## src/rtl/la_bridge_pkg.sv

```systemverilog
// Shared opcodes, state/error encodings and sizing helper for the LA operand bridge.
package la_bridge_pkg;

  localparam logic [7:0] OpWrite   = 8'h30;
  localparam logic [7:0] OpStart   = 8'h41;
  localparam logic [7:0] OpRead    = 8'h0C;
  localparam logic [7:0] OpRelease = 8'h10;
  localparam logic [7:0] OpAbort   = 8'h5A;
  localparam logic [7:0] OpNop     = 8'h00;

  typedef enum logic [1:0] {StIdle, StLoad, StRun, StDone} state_e;

  localparam logic [7:0] CodeIdle = 8'h01;
  localparam logic [7:0] CodeLoad = 8'h02;
  localparam logic [7:0] CodeRun  = 8'h04;
  localparam logic [7:0] CodeDone = 8'h08;

  localparam logic [7:0] ErrNone       = 8'd0;
  localparam logic [7:0] ErrOpcode     = 8'd1;
  localparam logic [7:0] ErrAddr       = 8'd2;
  localparam logic [7:0] ErrBusy       = 8'd3;
  localparam logic [7:0] ErrIncomplete = 8'd4;
  localparam logic [7:0] ErrTimeout    = 8'd5;

  function automatic logic [7:0] state_code(state_e s);
    case (s)
      StIdle:  return CodeIdle;
      StLoad:  return CodeLoad;
      StRun:   return CodeRun;
      default: return CodeDone;
    endcase
  endfunction

  function automatic int unsigned nchunk(int unsigned op_w, int unsigned chunk_w);
    return (op_w + chunk_w - 1) / chunk_w;
  endfunction

endpackage

```

## src/rtl/la_operand_bridge_if.sv

```systemverilog
// Logic-analyzer probe bus between the management SoC (master) and the bridge (slave).
interface la_operand_bridge_if;
  logic [127:0] la_data_in;
  logic [127:0] la_oenb;
  logic [127:0] la_data_out;

  modport master (output la_data_in, output la_oenb, input la_data_out);
  modport slave (input la_data_in, input la_oenb, output la_data_out);
endinterface

```

## src/rtl/la_cmd_decode.sv

```systemverilog
// Registers LA commands, accepting each only once per tag change while oenb enables the fields.
module la_cmd_decode (
  input  logic          i_clk,
  input  logic          i_rst,
  input  logic [127:8]  i_la_cmd,
  input  logic [31:8]   i_la_oenb,
  output logic          o_cmd_valid,
  output logic [7:0]    o_opcode,
  output logic [7:0]    o_addr,
  output logic [7:0]    o_tag,
  output logic [95:0]   o_payload
);

  logic [7:0]  r_last_tag;
  logic        r_cmd_valid;
  logic [7:0]  r_opcode;
  logic [7:0]  r_addr;
  logic [7:0]  r_tag;
  logic [95:0] r_payload;

  logic [7:0] w_tag;
  logic       w_valid;

  assign w_tag   = i_la_cmd[15:8];
  assign w_valid = (i_la_oenb == 24'h0) && (w_tag != r_last_tag);

  always_ff @(posedge i_clk) begin
    if (i_rst) begin
      r_last_tag  <= 8'h00;
      r_cmd_valid <= 1'b0;
      r_opcode    <= 8'h00;
      r_addr      <= 8'h00;
      r_tag       <= 8'h00;
      r_payload   <= '0;
    end else begin
      r_cmd_valid <= w_valid;
      if (w_valid) begin
        r_last_tag <= w_tag;
        r_tag      <= w_tag;
        r_opcode   <= i_la_cmd[31:24];
        r_addr     <= i_la_cmd[23:16];
        r_payload  <= i_la_cmd[127:32];
      end
    end
  end

  assign o_cmd_valid = r_cmd_valid;
  assign o_opcode    = r_opcode;
  assign o_addr      = r_addr;
  assign o_tag       = r_tag;
  assign o_payload   = r_payload;

endmodule

```

## src/rtl/la_operand_bridge.sv

```systemverilog
// LA command bridge: chunked operand load, start/abort/timeout control and result readback.
module la_operand_bridge
  import la_bridge_pkg::*;
#(
  parameter int unsigned OP_W        = 163,
  parameter int unsigned CHUNK_W     = 82,
  parameter int unsigned N_IN        = 7,
  parameter int unsigned N_OUT       = 2,
  parameter int unsigned TIMEOUT_CYC = 65535
) (
  input  logic                    wb_clk_i,
  input  logic                    wb_rst_i,
  la_operand_bridge_if.slave      la_bus,
  output logic [N_IN*OP_W-1:0]    core_operands,
  output logic                    core_start,
  output logic                    core_abort,
  input  logic                    core_done,
  input  logic [N_OUT*OP_W-1:0]   core_results
);

  localparam int unsigned NChunk    = nchunk(OP_W, CHUNK_W);
  localparam int unsigned InChunks  = N_IN * NChunk;
  localparam int unsigned OutChunks = N_OUT * NChunk;

  logic        w_cmd_valid;
  logic [7:0]  w_opcode;
  logic [7:0]  w_addr;
  logic [7:0]  w_tag;
  logic [95:0] w_payload;

  la_cmd_decode u_decode (
    .i_clk       (wb_clk_i),
    .i_rst       (wb_rst_i),
    .i_la_cmd    (la_bus.la_data_in[127:8]),
    .i_la_oenb   (la_bus.la_oenb[31:8]),
    .o_cmd_valid (w_cmd_valid),
    .o_opcode    (w_opcode),
    .o_addr      (w_addr),
    .o_tag       (w_tag),
    .o_payload   (w_payload)
  );

  logic w_unused_la;
  assign w_unused_la = ^{la_bus.la_data_in[7:0], la_bus.la_oenb[127:32], la_bus.la_oenb[7:0],
                         w_payload};

  state_e                r_state, w_state_d;
  logic [InChunks-1:0]   r_loaded, w_loaded_d;
  logic [15:0]           r_cnt, w_cnt_d;
  logic [N_IN*OP_W-1:0]  r_operands, w_ops_d;
  logic [N_OUT*OP_W-1:0] r_results;
  logic                  r_core_start, w_start_d;
  logic                  r_core_abort, w_abort_d;
  logic [95:0]           r_out_payload, w_payload_d;
  logic [7:0]            r_out_state;
  logic [7:0]            r_out_addr, w_addr_d;
  logic [7:0]            r_out_tag, w_tag_d;
  logic [7:0]            r_out_err, w_err_d;
  logic                  w_wr_en;
  logic                  w_cap;
  logic [95:0]           w_rd_chunk;
  logic                  w_in_ok;
  logic                  w_out_ok;

  assign w_in_ok  = 32'(w_addr) < InChunks;
  assign w_out_ok = 32'(w_addr) < OutChunks;

  always_comb begin
    w_state_d   = r_state;
    w_cnt_d     = r_cnt;
    w_start_d   = 1'b0;
    w_abort_d   = 1'b0;
    w_wr_en     = 1'b0;
    w_cap       = 1'b0;
    w_payload_d = r_out_payload;
    w_addr_d    = r_out_addr;
    w_tag_d     = r_out_tag;
    w_err_d     = r_out_err;

    if (w_cmd_valid) begin
      w_addr_d = w_addr;
      w_tag_d  = w_tag;
      w_err_d  = ErrNone;
      case (w_opcode)
        OpNop: ;
        OpAbort: begin
          w_abort_d = (r_state == StRun);
          w_state_d = StIdle;
        end
        OpWrite: begin
          if (r_state == StRun || r_state == StDone) w_err_d = ErrBusy;
          else if (!w_in_ok) w_err_d = ErrAddr;
          else begin
            w_wr_en   = 1'b1;
            w_state_d = StLoad;
          end
        end
        OpStart: begin
          if (r_state == StIdle) w_err_d = ErrIncomplete;
          else if (r_state != StLoad) w_err_d = ErrBusy;
          else if (!(&r_loaded)) w_err_d = ErrIncomplete;
          else begin
            w_start_d = 1'b1;
            w_cnt_d   = 16'd0;
            w_state_d = StRun;
          end
        end
        OpRead: begin
          if (r_state != StDone) w_err_d = ErrBusy;
          else if (!w_out_ok) w_err_d = ErrAddr;
          else w_payload_d = w_rd_chunk;
        end
        OpRelease: begin
          if (r_state == StRun) w_err_d = ErrBusy;
          else if (r_state == StDone) w_state_d = StIdle;
        end
        default: w_err_d = ErrOpcode;
      endcase
    end

    // An accepted ABORT has already left RUN, so it beats a coincident done or timeout.
    if (r_state == StRun && w_state_d == StRun) begin
      if (core_done) begin
        w_cap     = 1'b1;
        w_state_d = StDone;
      end else if (r_cnt + 16'd1 == 16'(TIMEOUT_CYC)) begin
        w_abort_d = 1'b1;
        w_err_d   = ErrTimeout;
        w_state_d = StIdle;
      end else begin
        w_cnt_d = r_cnt + 16'd1;
      end
    end
  end

  always_comb begin
    w_loaded_d = r_loaded;
    if (w_state_d == StIdle) begin
      w_loaded_d = '0;
    end else begin
      for (int unsigned i = 0; i < InChunks; i++) begin
        if (w_wr_en && 32'(w_addr) == i) w_loaded_d[i] = 1'b1;
      end
    end
  end

  // Payload bits past OP_W are dropped on write and read back as zero.
  always_comb begin
    w_ops_d = r_operands;
    for (int unsigned s = 0; s < N_IN; s++) begin
      for (int unsigned c = 0; c < NChunk; c++) begin
        if (w_wr_en && 32'(w_addr) == s * NChunk + c) begin
          for (int unsigned b = 0; b < CHUNK_W && c * CHUNK_W + b < OP_W; b++) begin
            w_ops_d[s * OP_W + c * CHUNK_W + b] = w_payload[b];
          end
        end
      end
    end
  end

  always_comb begin
    w_rd_chunk = '0;
    for (int unsigned s = 0; s < N_OUT; s++) begin
      for (int unsigned c = 0; c < NChunk; c++) begin
        if (32'(w_addr) == s * NChunk + c) begin
          for (int unsigned b = 0; b < CHUNK_W && c * CHUNK_W + b < OP_W; b++) begin
            w_rd_chunk[b] = r_results[s * OP_W + c * CHUNK_W + b];
          end
        end
      end
    end
  end

  always_ff @(posedge wb_clk_i) begin
    if (wb_rst_i) begin
      r_state       <= StIdle;
      r_loaded      <= '0;
      r_cnt         <= 16'd0;
      r_operands    <= '0;
      r_results     <= '0;
      r_core_start  <= 1'b0;
      r_core_abort  <= 1'b0;
      r_out_payload <= '0;
      r_out_state   <= CodeIdle;
      r_out_addr    <= 8'h00;
      r_out_tag     <= 8'h00;
      r_out_err     <= ErrNone;
    end else begin
      r_state       <= w_state_d;
      r_loaded      <= w_loaded_d;
      r_cnt         <= w_cnt_d;
      r_operands    <= w_ops_d;
      if (w_cap) r_results <= core_results;
      r_core_start  <= w_start_d;
      r_core_abort  <= w_abort_d;
      r_out_payload <= w_payload_d;
      r_out_state   <= state_code(w_state_d);
      r_out_addr    <= w_addr_d;
      r_out_tag     <= w_tag_d;
      r_out_err     <= w_err_d;
    end
  end

  assign la_bus.la_data_out = {r_out_payload, r_out_state, r_out_addr, r_out_tag, r_out_err};
  assign core_operands      = r_operands;
  assign core_start         = r_core_start;
  assign core_abort         = r_core_abort;

endmodule
```

## src/flat_wrapper.sv

```systemverilog
// flat-port wrapper written by rule: the top's interface ports become plain ports
module la_operand_bridge_flat import la_bridge_pkg::*;
#(
  parameter int unsigned OP_W        = 163,
  parameter int unsigned CHUNK_W     = 82,
  parameter int unsigned N_IN        = 7,
  parameter int unsigned N_OUT       = 2,
  parameter int unsigned TIMEOUT_CYC = 65535
)
  (wb_clk_i, wb_rst_i, core_operands, core_start, core_abort, core_done, core_results, la_bus_la_data_in, la_bus_la_oenb, la_bus_la_data_out);
  la_operand_bridge_if la_bus_i ();
  input  logic wb_clk_i;
  input  logic wb_rst_i;
  output logic [N_IN*OP_W-1:0] core_operands;
  output logic core_start;
  output logic core_abort;
  input  logic core_done;
  input  logic [N_OUT*OP_W-1:0] core_results;
  input wire logic [$bits(la_bus_i.la_data_in)-1:0] la_bus_la_data_in;
  input wire logic [$bits(la_bus_i.la_oenb)-1:0] la_bus_la_oenb;
  output wire logic [$bits(la_bus_i.la_data_out)-1:0] la_bus_la_data_out;
  assign la_bus_i.la_data_in = la_bus_la_data_in;
  assign la_bus_i.la_oenb = la_bus_la_oenb;
  assign la_bus_la_data_out = la_bus_i.la_data_out;
  la_operand_bridge #(.OP_W(OP_W), .CHUNK_W(CHUNK_W), .N_IN(N_IN), .N_OUT(N_OUT), .TIMEOUT_CYC(TIMEOUT_CYC)) u_core (.wb_clk_i(wb_clk_i), .wb_rst_i(wb_rst_i), .la_bus(la_bus_i), .core_operands(core_operands), .core_start(core_start), .core_abort(core_abort), .core_done(core_done), .core_results(core_results));
endmodule
```

## config.mk

```make
export PLATFORM = sky130hd
export DESIGN_NAME = la_operand_bridge_flat
export DESIGN_NICKNAME = d
export VERILOG_FILES = /design/src/rtl/la_bridge_pkg.sv /design/src/rtl/la_operand_bridge_if.sv /design/src/rtl/la_cmd_decode.sv /design/src/rtl/la_operand_bridge.sv /design/src/flat_wrapper.sv
export SDC_FILE = /design/constraint.sdc
export NUM_CORES = 2
export LEC_CHECK = 0
export ABC_AREA = 1
export CORE_AREA = 10 10 725 727
export DETAILED_ROUTE_END_ITERATION = 8
export DIE_AREA = 0 0 735 737
export SYNTH_ARGS = -nofsm -noshare
export SYNTH_HDL_FRONTEND = slang
export SYNTH_SLANG_ARGS = --single-unit
```

## constraint.sdc

```tcl
create_clock -name wb_clk_i -period 5.8 [get_ports wb_clk_i]
set_input_delay 1.16 -clock wb_clk_i [delete_from_list [all_inputs] [get_ports wb_clk_i]]
set_output_delay 1.16 -clock wb_clk_i [all_outputs]
set_load 0.03 [all_outputs]
```

==> Yosys cells after proc, flatten, opt, wreduce, memory -nomap -nowiden <==
Index checks and enable logic that the tools add are counted.
{ "word_totals": {"in_bits": 585, "register_bits": 1722, "memories": 0, "mem_bits_rw": 0, "rom_bits": 0, "latch_bits": 0} }
{ "classes": {"mux": 50, "n_eq_ne": 27, "n_lt_le_gt_ge": 2, "div": 0, "bitwise_logic": 3, "n_shift": 0, "multipliers": 0, "addsub": 1, "n_reduce_logical": 27} }
{ "op_table": {"columns": ["operator", "count"], "rows": [
  ["$mux 82", 2],
  ["$mux 81", 2],
  ["$mux 16", 8],
  ["$mux 8", 8],
  ["$eq 8x4->1 const B", 7],
  ["$pmux 8 s5", 1],
  ["$eq 8x3->1 const B", 4],
  ["$mux 2", 14],
  ["$logic_not 24->1", 1],
  ["$add 16x1->16 const B", 1],
  ["$eq 16x16->1 const B", 1],
  ["$eq 8x2->1 const B", 2],
  ["$eq 8x7->1 const B", 2],
  ["$logic_and 1x1->1", 16],
  ["$logic_not 8->1", 2],
  ["$reduce_and 14->1", 1],
  ["$mux 1", 12],
  ["$pmux 4 s3", 1],
  ["$eq 2x2->1 const B", 4],
  ["$eq 8x1->1 const B", 1],
  ["$eq 8x5->1 const B", 1],
  ["$eq 8x6->1 const B", 1],
  ["$lt 8x3->1 const B", 1],
  ["$lt 8x4->1 const B", 1],
  ["other kinds (12)", 16]
]} }

==> Longest topological paths before layout <==
{ "depth": {"depth_word": 11, "ltp_mapped": 16} }

==> Cells and area by module <==
From an unflattened synthesis, not the netlist that was laid out.
{ "unflattened": {"hier_cells": 7931, "area_unflattened_um2": 63290.7} }
{ "by_module_without_submodules": {"columns": ["module", "area_each_um2", "n_inst", "cells_per_inst"], "rows": [
  ["la_operand_bridge", 57769.2, 1, 7091],
  ["la_cmd_decode", 5521.5, 1, 840]
]} }

==> Worst setup path after synthesis <==
No wires, ideal clock.
{ "synth_path": {"path_type": "in2reg", "start": "input la_bus_la_data_in[15]", "end": "register u_core.u_decode.r_payload[10], in the netlist u_core.u_decode.o_payload[10]", "n_path_buf": 2, "cell_stages": 8, "setup_ns": 0.137, "t_required_ns": 5.663, "slack_ns": 3.159, "arrival_time_ns": 2.504, "cell_sequence": "xnor2_1 -> nand4_1 -> or2_2 -> and2_1 -> inv_1 -> clkbuf_1 -> clkbuf_1 -> a211oi_1"} }
{ "synth_via": {"elab_chain_len": 2} }
{ "synth_lines": {"columns": ["item", "line_no", "rtl"], "rows": [
  ["start: declaration", "flat_wrapper.sv:19", "input wire logic [$bits(la_bus_i.la_data_in)-1:0] la_bus_la_data_in;"],
  ["$ne 8x8->1", "la_cmd_decode.sv:25", "assign w_valid = (i_la_oenb == 24'h0) && (w_tag != r_last_tag);"],
  ["$logic_and 1x1->1", "la_cmd_decode.sv:25", null],
  ["end signal: assignment", "la_cmd_decode.sv:42", "r_payload <= i_la_cmd[127:32];"],
  ["end: declaration", "la_cmd_decode.sv:19", "logic [95:0] r_payload;"]
]} }
No other way between the ends.
A chain may end at the register's enable or synchronous reset.

==> Final worst setup path <==
{ "layout_path": {"start": "input la_bus_la_oenb[9]", "end": "register u_core.u_decode.r_payload[25], in the netlist u_core.u_decode.o_payload[25]"} }
{ "layout_via": {"elab_chain_len": 2} }
{ "layout_lines": {"columns": ["item", "line_no", "rtl"], "rows": [
  ["start: declaration", "flat_wrapper.sv:20", "input wire logic [$bits(la_bus_i.la_oenb)-1:0] la_bus_la_oenb;"],
  ["$logic_not 24->1", "la_cmd_decode.sv:25", null],
  ["$logic_and 1x1->1", "la_cmd_decode.sv:25", null]
]} }
No other way between the ends.

==> results.sh <==
export IMPL_finalClockSkew_ps=100
export IMPL_first_pass_iters=5
export IMPL_synthAdderAreaFrac_pct=0.0399
export IMPL_rsz0062_at_grt="false"
export IMPL_min_path_type="register to register"
export IMPL_status="completed"
export IMPL_viasPerCell=3.78
export IMPL_vias=60500
export IMPL_path_cells="clkdlybuf4s50_1 > nor4_1 > nand2_1 > nor2_1 > and2_1 > inv_8 > buf_12 > nor2_1 > a211oi_1"
export IMPL_synth_warnings=0
export IMPL_synth_cell_types=38
export IMPL_drive_above_1_share_pct=6.23
export IMPL_drtIter0Drc=4865
export IMPL_relSlewSlack_pct=14.5
export IMPL_grt_overflow=0
export IMPL_finalCriticalPeriod_ps=3940
export IMPL_slowest_delay_ps=640
export IMPL_worst_slew_pin_slew_ps=1280
export IMPL_path_class="primary input to register"
export IMPL_synth_mux_area_fraction_pct=0
export IMPL_wl_per_cell_um=25.6
export IMPL_htree_num_levels=4
export IMPL_cp_slowest_cell="nor2_1"
export IMPL_grt_usage_pct=14.2
export IMPL_crit_required_ps=6530
export IMPL_clockBufferDepth=4
export IMPL_synth_seq_cells=1718
export IMPL_cts_root_buffer_cell="clkbuf_16"
export IMPL_die_area_um2=542000
export IMPL_arrival_ps=4670
export IMPL_synthCells=7638
export IMPL_critPathTopFamily="simple AND/OR/NAND/NOR gates"
export IMPL_ctsResizeCount=0
export IMPL_r2r_end="u_core.core_operands[748]$_SDFFE_PP0P_"
export IMPL_ant_nets=0
export IMPL_vdd_drop_max_v=0.000241
export IMPL_cts_tree="built"
export IMPL_nets=9577
export IMPL_clk_pin_slew_worst_paths_ps=60
export IMPL_finalMaxSlewViolations=0
export IMPL_fp_dieW_um=735
export IMPL_p_leak_uw=0.0295
export IMPL_holdWs_ps=442
export IMPL_row_count=263
export IMPL_critical_path_most_common_cell="nor2_1"
export IMPL_postCtsSetupRepairBufs=0
export IMPL_utilization_pct=18.3
export IMPL_core_area_um2=511000
export IMPL_grt_pass1_wl_um=531000
export IMPL_yosysTopAreaCell="dfxtp_1"
export IMPL_setup_viol_count_final=0
export IMPL_cp_num_cells=9
export IMPL_drv_cap=0
export IMPL_routed_wl_um=410000
export IMPL_hold_buffers=0
export IMPL_synth_top_cell_area_share_pct=54.8
export IMPL_dp_hpwl_um=311000
export IMPL_synth_compound_area_share_pct=25.7
export IMPL_port_buffers=1711
export IMPL_cts_made_buffers=202
export IMPL_avgSynthCellArea_um2=8.22
export IMPL_dieHeight_um=737
export IMPL_yosys_top_cells_area="dfxtp_1 55%, a21oi_1 10%, o21ai_0 8.2%"
export IMPL_insertion_delay_ps=940
export IMPL_syn_area_um2=62800
export IMPL_setup_tns_ps=0
export IMPL_hp_start="u_core.core_operands[359]$_SDFFE_PP0P_"
export IMPL_ioPinCount=1856
export IMPL_timing_fmax_ghz=0.254
export IMPL_worstHoldEndpoint="u_core.core_operands[359]$_SDFFE_PP0P_"
export IMPL_reg2reg_setup_slack_ps=2270
export IMPL_synthXorXnorAreaFrac_pct=0.112
export IMPL_syn2layout_area_growth_pct=49.4
export IMPL_startpoint="la_bus_la_oenb[9]"
export IMPL_yosysSeqAreaShare_pct=54.8
export IMPL_synth_top_family_by_area="compound AO/OA/AOI/OAI gates"
export IMPL_drc=0
export IMPL_powerDensity_nw_per_um2=273
export IMPL_hold_viol=0
export IMPL_rr_worst_depth=8
export IMPL_min_period_over_period_pct=67.9
export IMPL_worst_setup_path_start_kind="primary input"
export IMPL_grt_max_degree=178
export IMPL_fillers=57200
export IMPL_hold_depth=2
export IMPL_start_util_pct=12.3
export IMPL_synthSimpleGateAreaFrac_pct=9.77
export IMPL_crit_fanout=86
export IMPL_grt_pass1_vias=57400
export IMPL_clkSinkCount=1718
export IMPL_gp_congestion=0.864
export IMPL_cp_end_kind="register"
export IMPL_total_power_uw=25600
export IMPL_r2r_start="u_core.u_decode.o_cmd_valid$_SDFF_PP0_"
export IMPL_antenna_found_initial=113
export IMPL_crit_buf_inv=3
[state kept, by name (all words and copies together) (netlist names), 2 cells and up]
| register | cells |
|---|---|
| u_core.r_out_state | 4 |
| u_core.u_decode.o_payload | 82 |
| u_core.u_decode.o_addr | 8 |
| u_core.u_decode.o_opcode | 8 |
| u_core.u_decode.o_tag | 8 |
| u_core.r_out_err | 8 |
| u_core.r_cnt | 16 |
| u_core.r_out_payload | 82 |
| u_core.core_operands | 1141 |
| u_core.r_out_tag | 8 |
| u_core.r_results | 326 |
| u_core.r_out_addr | 8 |
| u_core.r_loaded | 14 |
| u_core.r_state | 2 |
[worst min-delay path, cell delays in order (launching register included)]
cell and delay, ps:
dfxtp_1 300, inv_1 40, a21oi_1 50
[layer usage]
| metal | GRT usage (%) | up-vias | routed length (µm) |
|---|---|---|---|
| li1 | - | 28500 | - |
| met1 | 15.2 | 28800 | 150000 |
| met5 | 0 | - | 224 |
| met4 | 7.81 | 36 | 25800 |
| met2 | 25.2 | 2493 | 202000 |
| met3 | 4.00 | 679 | 31400 |
[cells by family after synthesis]
logic type / after synthesis
buf+inv: 1455
xor+xnor: 8
compound gates: 2941
other cells: 1
simple gates: 1513
fa+ha+maj: 2
flops: 1718
[cell usage in the layout (no fill, tap or decap), types with 9 or more instances in the layout]
master,Yosys,final
nand3_1,198,197
inv_1,709,706
a211oi_1,501,501
dfxtp_1,1718,1680
conb_1,1,18
o22ai_1,82,82
nor2_4,8,12
nand4_1,19,19
bufinv_16,0,10
dfxtp_2,0,38
a21oi_1,1311,1311
clkbuf_1,439,41
nand2_1,606,599
clkdlybuf4s50_1,0,1703
o21ai_0,1029,1029
clkbuf_16,0,204
clkinvlp_4,0,11
buf_4,49,130
buf_12,0,33
clkinv_2,0,35
nor2_1,647,645
diode_2,0,98
clkbuf_8,0,37
a31oi_1,9,9
[report_power, final]
part	leakage, µW	internal [µW]	switching, µW
Clock	0.00327	7430	5690
Combinational	0.0124	335	398
Sequential	0.0138	11800	0.00158
[stage by stage]
step / area [µm²] / setup WS (ps) / std cells
3_3_place_gp: 86800 / 986 / 15500
4_1_cts: 93500 / 2040 / 15900
3_5_place_dp: 86800 / 1050 / 15500
5_1_grt: 93700 / 1720 / 16000
6_report: 93800 / 1860 / 16000
2_1_floorplan: 62800 / 3160 / 7655
[synthesized netlist by cell type, drive strengths merged]
cell type  count
a21oi       1311
conb           1
nand3b         2
or2            1
a211oi       501
ha             2
nor4           7
o21ai       1030
buf          298
o21bai         2
nor3          11
dfxtp       1718
o211ai         1
xnor2          8
nor2         661
nand4         19
o32ai          1
clkinv         2
a31oi          9
and2           3
a22oi          4
nand2        609
o22ai         82
nand3        200
clkbuf       439
inv          716
[how the worst max path moves through the flow]
stage	slack, ps	to
detailed placement	1050	u_core.u_decode.o_payload[25]$_SDFFE_PP0P_
global route	1720	u_core.u_decode.o_payload[44]$_SDFFE_PP0P_
CTS	2040	u_core.u_decode.o_payload[58]$_SDFFE_PP0P_
finish	1860	u_core.u_decode.o_payload[25]$_SDFFE_PP0P_
floorplan	3160	u_core.u_decode.o_payload[10]$_SDFFE_PP0P_
global placement	990	u_core.u_decode.o_payload[63]$_SDFFE_PP0P_
[final cells by class]
cell class	count	area [µm²]	share of cell area (%)
inverter	718	2720	2.90
multi-input combinational	4482	22500	24.0
tap	6757	8450	9.01
clock inverter	81	928	0.990
timing repair buffer	1868	18700	19.9
sequential	1718	34400	36.7
antenna	98	245	0.261
clock buffer	282	5770	6.15
(Power assumes the default switching activity.)
==> edit (config.mk and constraints unchanged) <==
Register the output `core_start` once more, without a reset; this adds one clock of latency there. The other outputs are not delayed to match.
--- a/src/rtl/la_operand_bridge.sv
+++ b/src/rtl/la_operand_bridge.sv
@@ -205,3 +205,5 @@
   assign core_operands      = r_operands;
-  assign core_start         = r_core_start;
+  always_ff @(posedge wb_clk_i) begin
+    core_start <= r_core_start;
+  end
   assign core_abort         = r_core_abort;
Check against the original RTL: not settled (the Yosys comparison gave no result); the edit may change what the design does.
==> edit against the unedited design <==
Routed wire length shrank 0.40%. Sequential cell count up 1. Synthesized area about the same. Worst setup slack better by 0.13 ns. Combinational power is essentially flat. Design area down 0.12%. Total power is 0.74% higher. Global-route usage fell by 0.087 points. Critical path type unchanged. Largest power group unchanged. Highest routed layer unchanged.
==> edit: results (changes against the unedited design) <==
{
  "run_status": {
    "run_status": "finished clean"
  },
  "min_path": {
    "min-delay-start": "u_core.r_core_start",
    "hold_path_depth": {"value": 0, "change": "-2"},
    "worst_hold_path_type": "reg -> reg",
    "min_to": "u_core.core_start"
  },
  "routing": {
    "drt_iter0_markers": {"value": 5139, "change": "+5.6%"},
    "vias_per_cell": {"value": 3.80, "change": "+0.44%"},
    "detail_route.drc_violations": {"value": 0, "change": "unchanged"},
    "drt_first_pass_iters": {"value": 6, "change": "+1"},
    "wl": {"value": 408, "unit": "mm", "change": "-0.40%"}
  },
  "grt": {
    "antenna_found_initial": {"value": 116, "change": "+2.7%"},
    "grt_util_all_layers": {"value": 0.141, "change": "-0.000867"},
    "wire_length_of_the_first_global_routing_pass": {"value": 528, "unit": "mm", "change": "-0.63%"},
    "first_global_vias": {"value": 57200, "change": "-0.51%"},
    "largest_net_degree_at_the_start_of_global_routing": {"value": 194, "change": "+9.0%"}
  },
  "logic_synthesis": {
    "yosysSeqAreaShare": {"value": 0.548, "change": "about the same"},
    "asyncSetResetFlopFracSynth": {"value": 0, "change": "unchanged"},
    "synth_top_cells_by_area": "sky130_fd_sc_hd__dfxtp_1 55%, sky130_fd_sc_hd__a21oi_1 10%, sky130_fd_sc_hd__o21ai_0 8.2%",
    "ys_top_cells_by_count": "1719 x sky130_fd_sc_hd__dfxtp_1, 1311 x sky130_fd_sc_hd__a21oi_1, 1029 x sky130_fd_sc_hd__o21ai_0"
  },
  "place": {
    "place.gp.congestion": {"value": 0.888, "change": "+2.8%"},
    "portBuffers": {"value": 1711, "change": "unchanged"},
    "place_hpwl": {"value": 311, "unit": "mm", "change": "about the same"}
  },
  "finish": {
    "fin_nets": {"value": 9570, "change": "-0.073%"},
    "drive_gt1_frac": {"value": 0.0617, "change": "-0.000629"},
    "layout.filler_cells": {"value": 57200, "change": "-0.061%"}
  },
  "power_and_ir_drop": {
    "leakage": {"value": 0.0295, "unit": "uW", "change": "about the same"},
    "switching_power": {"value": 6050, "unit": "uW", "change": "-0.49%"},
    "worst_ir_drop_vdd": {"value": 0.000274, "unit": "V", "change": "+14%"}
  },
  "clock_network": {
    "cts.path.max_buffers": {"value": 4, "change": "unchanged"},
    "clk_latency": {"value": 0.92, "unit": "ns", "change": "-0.02 ns"},
    "cts_buffers": {"value": 202, "change": "unchanged"}
  },
  "setup_path": {
    "rr_worst_depth": {"value": 9, "change": "+1"},
    "timing.reg2reg.setup_slack": {"value": 2.01, "unit": "ns", "change": "-0.26 ns"},
    "worstPathArrival": {"value": 4.57, "unit": "ns", "change": "-0.10 ns"},
    "critPathMaxFanout": {"value": 54, "change": "-37%"},
    "worst_r2r_startpoint": "u_core.u_decode.o_opcode[0]",
    "timing.rr.end": "u_core.core_operands[285]"
  },
  "sta": {
    "finalMaxSlewViolations": {"value": 0, "change": "unchanged"},
    "worst_pin_slew": {"value": 1.43, "unit": "ns", "change": "+0.145 ns"},
    "clock-skew-final": {"value": 0.102, "unit": "ns", "change": "+0.00155 ns"}
  }
}
edit: changes by cell type after synthesis, sizes merged:
cell,before,now
dfxtp,1718,1719
edit: logic make-up after synthesis:
group           count (synthesis)  share of synthesized area
buf+inv                      1455                     0.0961
flops                        1719                      0.548
other cells                     1                  0.0000597
compound gates               2941                      0.257
xor+xnor                        8                    0.00112
fa+ha+maj                       2                   0.000399
simple gates                 1513                     0.0977
edit: power groups by stage:
stage                     Combinational (uW)  Sequential (uW)  Clock, uW
after global routing                     775            11800      14100
final                                    731            11800      13300
after global placement                   728            12100          0
after floorplan                          264            12100          0
after detailed placement                 727            12100          0
after CTS                                729            11800      13700
edit: layer usage:
| metal | GRT usage | part of all wire | vias to the layer above |
|---|---|---|---|
| met5 | 0 | 0.00047 | - |
| met3 | 0.0431 | 0.085 | 676 |
| met2 | 0.252 | 0.49 | 2609 |
| met4 | 0.0684 | 0.057 | 32 |
| li1 | - | - | 28500 |
| met1 | 0.152 | 0.36 | 28900 |
edit: metrics by stage:
stage	hold WS, ns	setup slack (ns)	instance area, sq um	cells	total power [uW]
2_1_floorplan	0.310	3.16	62800	7656	12300
3_3_place_gp	0.314	1.19	86700	15500	12800
3_5_place_dp	0.314	1.24	86700	15500	12800
4_1_cts	0.328	1.84	93500	15900	26200
5_1_grt	0.348	1.72	93600	15900	26700
6_report	0.327	1.99	93700	16000	25800
edit: how the worst max path moves through the flow:
stage | startpoint | end | cells past startpoint
2_1_floorplan | la_bus_la_data_in[15] | u_core.u_decode.o_payload[10] | 8
3_3_place_gp | la_bus_la_oenb[18] | u_core.u_decode.o_payload[19] | 10
3_5_place_dp | la_bus_la_oenb[15] | u_core.u_decode.o_payload[49] | 9
4_1_cts | u_core.u_decode.o_addr[6] | u_core.core_operands[285] | 9
5_1_grt | u_core.u_decode.o_addr[5] | u_core.core_operands[263] | 9
6_report | la_bus_la_oenb[18] | u_core.u_decode.o_payload[49] | 9
edit: worst max-delay path: stages:
cell and delay (ns):
sky130_fd_sc_hd__clkdlybuf4s50_1 0.51, sky130_fd_sc_hd__nor4_1 0.22, sky130_fd_sc_hd__and2_1 0.19, sky130_fd_sc_hd__nand2_1 0.06, sky130_fd_sc_hd__nor2_1 0.59, sky130_fd_sc_hd__and2_1 0.59
sky130_fd_sc_hd__inv_8 0.22, sky130_fd_sc_hd__buf_4 0.45, sky130_fd_sc_hd__a211oi_1 0.28
edit: cell type report:
type                            instances  area (sq um)  share of cell area
Antenna cell                           62           155             0.00166
Multi-Input combinational cell       4482         22500               0.240
Timing Repair Buffer                 1860         18500               0.198
Sequential cell                      1719         34500               0.368
Inverter                              718          2720              0.0291
Tap cell                             6757          8450              0.0903
Clock inverter                         78           991              0.0106
Clock buffer                          288          5840              0.0624
